### config.mk
export PLATFORM = sky130hd
export DESIGN_NAME = uncore_l3_arbiter
export DESIGN_NICKNAME = d
export VERILOG_FILES = /design/src/rtl/uncore_l3_arbiter.sv
export SDC_FILE = /design/constraint.sdc
export NUM_CORES = 1
export LEC_CHECK = 0
export ABC_AREA = 1
export CORE_AREA = 4 4 244 246
export CTS_BUF_LIST = sky130_fd_sc_hd__clkbuf_4 sky130_fd_sc_hd__clkbuf_8 sky130_fd_sc_hd__clkbuf_16
export DETAILED_ROUTE_END_ITERATION = 8
export DIE_AREA = 0 0 248 250
export PLACE_DENSITY_LB_ADDON = 0.08
export SYNTH_ARGS = -nofsm -noshare
export SYNTH_HDL_FRONTEND = slang
export SYNTH_SLANG_ARGS = --single-unit
### constraint.sdc
create_clock -name clk -period 9.6 [get_ports clk]
set_input_delay 1.92 -clock clk [delete_from_list [all_inputs] [get_ports clk]]
set_output_delay 1.92 -clock clk [all_outputs]
set_load 0.02 [all_outputs]
### src/rtl/uncore_l3_arbiter.sv
// uncore_l3_arbiter
//   Front end that merges NUM_CH core request channels onto the single L3
//   request port. Picks one channel per cycle round-robin, registers the
//   winner into an L3 request stage that holds under backpressure, and keeps
//   a FIFO of issued channel tags so the in-order L3 responses can be steered
//   back to the channel that owns them.
//
// Ports
//   clk, rst                          clock, async active-high reset
//   req_valid/ready/we/addr/wdata     per-channel request side (addr/wdata packed)
//   l3_req_valid/ready/we/addr/wdata  registered request to L3
//   l3_rsp_valid, l3_rsp_rdata        in-order responses from L3
//   rsp_valid, rsp_rdata              one-hot response strobe, broadcast data
//   outstanding                       tag FIFO occupancy
//   err_orphan_rsp                    sticky: response arrived with no tag queued
module uncore_l3_arbiter #(
  parameter int NUM_CH          = 4,
  parameter int ADDR_W          = 32,
  parameter int DATA_W          = 64,
  parameter int MAX_OUTSTANDING = 4
) (
  input  logic                                 clk,
  input  logic                                 rst,
  input  logic [NUM_CH-1:0]                    req_valid,
  output logic [NUM_CH-1:0]                    req_ready,
  input  logic [NUM_CH-1:0]                    req_we,
  input  logic [NUM_CH*ADDR_W-1:0]             req_addr,
  input  logic [NUM_CH*DATA_W-1:0]             req_wdata,
  output logic                                 l3_req_valid,
  input  logic                                 l3_req_ready,
  output logic                                 l3_req_we,
  output logic [ADDR_W-1:0]                    l3_req_addr,
  output logic [DATA_W-1:0]                    l3_req_wdata,
  input  logic                                 l3_rsp_valid,
  input  logic [DATA_W-1:0]                    l3_rsp_rdata,
  output logic [NUM_CH-1:0]                    rsp_valid,
  output logic [DATA_W-1:0]                    rsp_rdata,
  output logic [$clog2(MAX_OUTSTANDING+1)-1:0] outstanding,
  output logic                                 err_orphan_rsp
);

  localparam int CH_W  = $clog2(NUM_CH);
  localparam int PTR_W = (MAX_OUTSTANDING > 1) ? $clog2(MAX_OUTSTANDING) : 1;
  localparam int CNT_W = $clog2(MAX_OUTSTANDING + 1);

  logic [CH_W-1:0]   rr_q, rr_d;
  logic              l3_valid_q, l3_valid_d;
  logic              l3_we_q, l3_we_d;
  logic [ADDR_W-1:0] l3_addr_q, l3_addr_d;
  logic [DATA_W-1:0] l3_wdata_q, l3_wdata_d;
  logic [PTR_W-1:0]  wr_ptr_q, wr_ptr_d;
  logic [PTR_W-1:0]  rd_ptr_q, rd_ptr_d;
  logic [CNT_W-1:0]  cnt_q, cnt_d;
  logic              err_q, err_d;
  logic [CH_W-1:0]   tag_q [MAX_OUTSTANDING];

  logic              slot_free;
  logic              can_grant;
  logic              gnt_found;
  logic [CH_W-1:0]   gnt_idx;
  logic              push;
  logic              pop;

  function automatic logic [CH_W-1:0] wrap_idx(input logic [CH_W-1:0] base,
                                               input int unsigned     off);
    int unsigned s;
    s = 32'(base) + off;
    if (s >= unsigned'(NUM_CH)) s = s - unsigned'(NUM_CH);
    return CH_W'(s);
  endfunction

  // The full check deliberately uses the pre-pop count: a response popping
  // this cycle does not open a grant until the next cycle.
  assign slot_free = !l3_valid_q || l3_req_ready;
  assign can_grant = !rst && slot_free && (cnt_q < CNT_W'(MAX_OUTSTANDING));

  always_comb begin
    gnt_found = 1'b0;
    gnt_idx   = '0;
    if (can_grant) begin
      for (int i = 0; i < NUM_CH; i++) begin
        if (!gnt_found && req_valid[wrap_idx(rr_q, i)]) begin
          gnt_found = 1'b1;
          gnt_idx   = wrap_idx(rr_q, i);
        end
      end
    end
  end

  always_comb begin
    req_ready = '0;
    if (gnt_found) req_ready[gnt_idx] = 1'b1;
  end

  assign push = gnt_found;
  assign pop  = l3_rsp_valid && (cnt_q != '0);

  always_comb begin
    rr_d       = rr_q;
    l3_valid_d = l3_valid_q;
    l3_we_d    = l3_we_q;
    l3_addr_d  = l3_addr_q;
    l3_wdata_d = l3_wdata_q;
    if (gnt_found) begin
      rr_d       = (gnt_idx == CH_W'(NUM_CH - 1)) ? '0 : gnt_idx + 1'b1;
      l3_valid_d = 1'b1;
      l3_we_d    = req_we[gnt_idx];
      l3_addr_d  = req_addr[gnt_idx*ADDR_W +: ADDR_W];
      l3_wdata_d = req_wdata[gnt_idx*DATA_W +: DATA_W];
    end else if (l3_valid_q && l3_req_ready) begin
      l3_valid_d = 1'b0;
    end
  end

  always_comb begin
    wr_ptr_d = push ? wr_ptr_q + 1'b1 : wr_ptr_q;
    rd_ptr_d = pop  ? rd_ptr_q + 1'b1 : rd_ptr_q;
    cnt_d    = cnt_q;
    if (push && !pop) cnt_d = cnt_q + 1'b1;
    if (!push && pop) cnt_d = cnt_q - 1'b1;
    err_d    = err_q || (l3_rsp_valid && (cnt_q == '0));
  end

  always_ff @(posedge clk or posedge rst) begin
    if (rst) begin
      rr_q       <= '0;
      l3_valid_q <= 1'b0;
      l3_we_q    <= 1'b0;
      l3_addr_q  <= '0;
      l3_wdata_q <= '0;
      wr_ptr_q   <= '0;
      rd_ptr_q   <= '0;
      cnt_q      <= '0;
      err_q      <= 1'b0;
    end else begin
      rr_q       <= rr_d;
      l3_valid_q <= l3_valid_d;
      l3_we_q    <= l3_we_d;
      l3_addr_q  <= l3_addr_d;
      l3_wdata_q <= l3_wdata_d;
      wr_ptr_q   <= wr_ptr_d;
      rd_ptr_q   <= rd_ptr_d;
      cnt_q      <= cnt_d;
      err_q      <= err_d;
    end
  end

  // Tag storage needs no reset: entries are only read while the count says
  // they were written.
  always_ff @(posedge clk) begin
    if (push) tag_q[wr_ptr_q] <= gnt_idx;
  end

  always_comb begin
    rsp_valid = '0;
    if (pop) rsp_valid[tag_q[rd_ptr_q]] = 1'b1;
  end

  assign rsp_rdata      = l3_rsp_rdata;
  assign l3_req_valid   = l3_valid_q;
  assign l3_req_we      = l3_we_q;
  assign l3_req_addr    = l3_addr_q;
  assign l3_req_wdata   = l3_wdata_q;
  assign outstanding    = cnt_q;
  assign err_orphan_rsp = err_q;

endmodule

---- After elaboration in Yosys (flattened, before gate mapping) ----
Memory sizes are Yosys's and may differ from the RTL's.
Cells that the tools add are included.
W data, S select, Z words.
word-level totals
  bits in registers ....................... 108
  memory bits (writable) .................. 8
  output and inout bits ................... 174
  logic and storage cells ................. 107
  memories ................................ 1
memory list
  name   depth  bits a word  rd ports  clocked after memory_dff  write ports  RTL line  text
  tag_q  4      2            1         0                         1            55        logic [CH_W-1:0] tag_q [MAX_OUTSTANDING];
cells by class
  add/subtract/negate cells ............... 12
  order comparisons ....................... 13
  equal/unequal tests ..................... 1
  shift-type cells ........................ 2
  multiplexer cells ....................... 44
  reductions and logical operators ........ 25
operators by type and width
  kind                   count
  $shiftx A256 B9 Y64    1
  $shiftx A128 B8 Y32    1
  $mux W2                14
  $mux W1                19
  $lt A2 B3 Y1 const B   6
  $logic_and A1 B1 Y1    12
  $bmux W1 S2            5
  $ge A3 B3 Y1 const B   3
  $mux W4                2
  $sub A2 B1 Y2 const B  4
  $logic_not A1 Y1       7
  $add A2 B1 Y2 const B  3
  $add A2 B2 Y3 const B  2
  $mux W3                2
  $demux W1 S2           2
  $ge A2 B1 Y1 const B   2
  $reduce_bool A2 Y1     2
  $add A2 B1 Y3 const B  1
  $add A3 B1 Y3 const B  1
  $ge A2 B3 Y1 const B   1
  $logic_not A3 Y1       1
  $lt A3 B3 Y1 const B   1
  $reduce_bool A3 Y1     1
  $sub A3 B1 Y3 const B  1
  other kinds (2)        3

---- Longest topological paths before layout ----
  depth after elaboration ................. 26
  depth in mapped cells ................... 18
  gate-level depth less buffers ........... 14

---- Worst setup path before layout ----
No wires, ideal clock.
  path type ............................... in2out
  from .................................... in rst
  to ...................................... out req_ready[3]
  arrival ................................. 5.896 ns
  data required time ...................... 7.680 ns
  setup slack ............................. 1.784 ns
  cell stages on the path ................. 12
  cell sequence ........................... inv_1 -> o21ai_0 -> nor2_1 -> nand2_2 -> inv_4 -> nand2_4 -> buf_8 -> buf_4 -> inv_1 -> ha_1 -> inv_1 -> nor2_1
between the ends
  cells in the longest elaborated chain, start to end .. 9
RTL lines
  item                                                                       RTL line  text
  from (decl)                                                                23        input logic rst,
  $logic_not A1 Y1 (no source line) (*)                                      n/a
  $logic_and A1 B1 Y1 (*) (2 in series)                                      75        assign can_grant = !rst && slot_free && (cnt_q < CNT_W'(MAX_OUTSTANDING));
  $mux W2 (*)                                                                80        if (can_grant) begin
  net gnt_idx[0]                                                             60        logic [CH_W-1:0] gnt_idx;
  $lt A2 B3 Y1 (implied by the code) / $ge A2 B1 Y1 (equally long branches)  92        if (gnt_found) req_ready[gnt_idx] = 1'b1;
  $logic_and A1 B1 Y1 (implied by the code)                                  92
  $mux W1 (implied by the code)                                              92
  $demux W1 S2 (*)                                                           92
  $mux W4 (*)                                                                92
  to (decl)                                                                  25        output logic [NUM_CH-1:0] req_ready,
The timed path passes the listed nets; every way through them passes the cells marked *.

---- Worst setup path after layout ----
  from .................................... in rst
  to ...................................... out req_ready[3]
between the ends
  cells in the longest elaborated chain, start to end .. 9
RTL lines
  item                                                                       RTL line
  $logic_not A1 Y1 (no source line) (*)                                      n/a
  $logic_and A1 B1 Y1 (*) (2 in series)                                      75
  $mux W2                                                                    80
  $lt A2 B3 Y1 (implied by the code) / $ge A2 B1 Y1 (equally long branches)  92
  $logic_and A1 B1 Y1 (implied by the code)                                  92
  $mux W1 (implied by the code)                                              92
  $demux W1 S2                                                               92
  $mux W4 (*)                                                                92
Every way passes the cells marked *; elsewhere a longest branch is shown, timed or not.

==> metrics.csv <==
metric,value,unit
flop2flop setup slack,5.81,ns
Mapped Nets,1777,
"commonest non-fill, non-tap cell in the layout",clkdlybuf4s50_1,
Crit path arrival time,5.23,ns
total CTS buffers,17,
DRT Pass-1 Iters,5,
number of global-route vias before repair,10500,
"Clk Latency, worst-skew pair",0.44,ns
# H-tree levels,4,
LEAKAGE,6.20,nW
Total Wirelength,47.5,mm
final setup fails,0,
Mapped Area,8700,sq um
Net Switching,2.09,mW
GP Congestion,0.789,
crit path time final,7.15,ns
Critical Path Sink Type,output port,
WS Path Type,in2out,
die height,250,um
combinational share of power,64.2,%
vias per cell,4.17,
HP Class,reg2reg,
"Max FO, Critical Path",48,
Sequential Power Share,21.0,%
final core utilization,24.9,%
total number of yosys warnings,0,
HPWL after DPL,34.8,mm
Seq. cell area,2940,sq um
CTS tree,built,
Max clock buf depth,2,
"EDFF count, synth",8,
P per Cell Area,286,nW/um^2
clock skew,0.00501,ns
vias,10200,
maximum clock rate,140,MHz
total clock sinks,116,
Yosys reg bits,116,
dpl cells,2417,
number of buffers added on ports,505,
initial antenna violation count,15,
part of the power in the clock network,14.8,%
most frequent cells in the layout,"clkdlybuf4s50_1 (505), nand3_1 (499), nand2_1 (425), dfrtp_1 (108), inv_1 (27)",
Post-Synthesis Cells,1307,
largest net degree at the start of global routing,127,
Root Driver,clkbuf_16,
Netlist cell types,25,
Hold Slack,0.475,ns
unrepaired setup endpoints after global routing,false,
Fin. Hold Viols,0,
switch share,51.1,%
pre-CTS setup slack,2.24,ns
status,completed,
Post-CTS Hold Buffers,0,
Final ANT Viol Nets,0,
Area Growth Syn to Fin,64.3,%
final worst setup slack,2.45,ns
slew margin rel.,32.9,%
fillers,6413,
syn_area_per_cell,6.66,sq um
drc violations,0,
Most used DFF post-synth,dfrtp_1,
Die X,248,um
worst path required time,7.68,ns
layout cells sized above 1,3.92,%
final instance area,14300,sq um
count of pins over their slew limit,0,
Internal Pwr Total,2.00,mW
first-pass GRT wire length,68.6,mm
final net count,2141,
startpoint types,input pin,
Core ar.,57400,sq um
post-cts sizing count,0,
total power draw,4.09,mW
Max Cap Viol,0,
gr ovfl total,0,
GRT Overall Usage,14.8,%
setup total negative slack,0,ns
Cell Rows,88,
maximum VDD drop,302,uV
IO Count,634,
post-route clock period utilization,74.4,%
area of the multi-input gates,4550,sq um
asr flop ratio synth,93.1,%
actual slew at the worst max-slew pin,1.01,ns
DIE AREA,62000,sq um
Non-Filler Instances,2453,
"Cell Area, Placed",13700,sq um
clock slew at reported path FFs,0.05,ns
postcts setup bufs,0,
initial DRC count,479,
Routed wire per std cell,19.3,um
Initial Utilization,15.2,%
"Seq/Total Area, Yosys",33.8,%
[worst paths after layout]
kind,depth (start not counted),start,to
max in group asynchronous,3,rst,l3_req_wdata[38]
max reg2reg,14,rr_q[0],l3_req_wdata[45]
min,2,l3_req_wdata[63],l3_req_wdata[63]
max,12,rst,req_ready[3]
min in group asynchronous,2,rst,l3_req_wdata[13]
min reg2reg,2,l3_req_wdata[63],l3_req_wdata[63]
[cell families (layout without fill, tap and decap cells)]
family                     after synthesis  count (layout)  synth area share, %
buffers and inverters                  205             580                 14.2
DFF                                    116             116                 33.8
AOI/OAI and AO/OA                       12              12                0.762
and+or+nand+nor                        960             960                 49.3
other                                    0               6                    0
xor gates and xnor gates                 4               4                0.403
adders and majority gates               10              10                 1.52
[power groups by stage]
stage / clock network [mW] / registers (mW) / logic [mW]
finish: 0.606 / 0.859 / 2.62
global route: 0.654 / 0.892 / 2.91
CTS: 0.632 / 0.864 / 2.72
detailed placement: 0 / 0.865 / 2.71
global placement: 0 / 0.867 / 2.72
floorplan: 0 / 1.09 / 1.43
[sequential cells by signal (all words and copies together), names as in the netlist]
register        count
l3_req_addr        32
l3_req_we           1
rd_ptr_q            2
l3_req_wdata       64
wr_ptr_q            2
err_orphan_rsp      1
l3_req_valid        1
outstanding         3
tag_q               8
rr_q                2
[cell usage after synthesis, types with 2 or more instances]
library cell	instances	area, sq um
nand3_1	499	2500
nand2_1	425	1600
dfrtp_1	108	2700
buf_4	78	586
buf_2	56	280
inv_1	28	105
nor2_1	18	67.6
clkbuf_1	17	63.8
nand2_2	15	93.8
buf_6	11	124
ha_1	9	113
buf_1	8	30.0
edfxtp_1	8	240
o21ai_0	7	35.0
a21oi_1	3	15.0
inv_2	3	11.3
inv_4	3	18.8
xor2_1	3	26.3
nand2_4	2	22.5
[area by class of cell]
type	instances	share of cell area (%)
antenna	6	0.105
clock buffer	25	3.57
clock inverter	5	0.193
inverter	34	1.05
multi-input combinational	986	31.8
sequential	116	20.6
tap	765	6.70
timing repair buffer	516	36.0
[worst max-delay path: stages]
cell	delay (ns)
clkdlybuf4s50_1	0.47
inv_6	0.32
o21ai_0	0.14
nor2_1	0.22
nand2_1	0.10
inv_2	0.07
nand2_4	0.37
inv_4	0.58
ha_1	0.24
inv_1	0.04
nor2_1	0.09
clkdlybuf4s50_1	0.62
[routing by layer]
layer / vias to the layer above / GRT usage, % / routed length, um
met2: 348 / 25.1 / 23500
met5: - / 0 / 127
li1: 4997 / - / -
met1: 4797 / 16.9 / 18600
met4: 18 / 4.50 / 1030
met3: 66 / 5.94 / 4190
(Power assumes the default switching activity.)
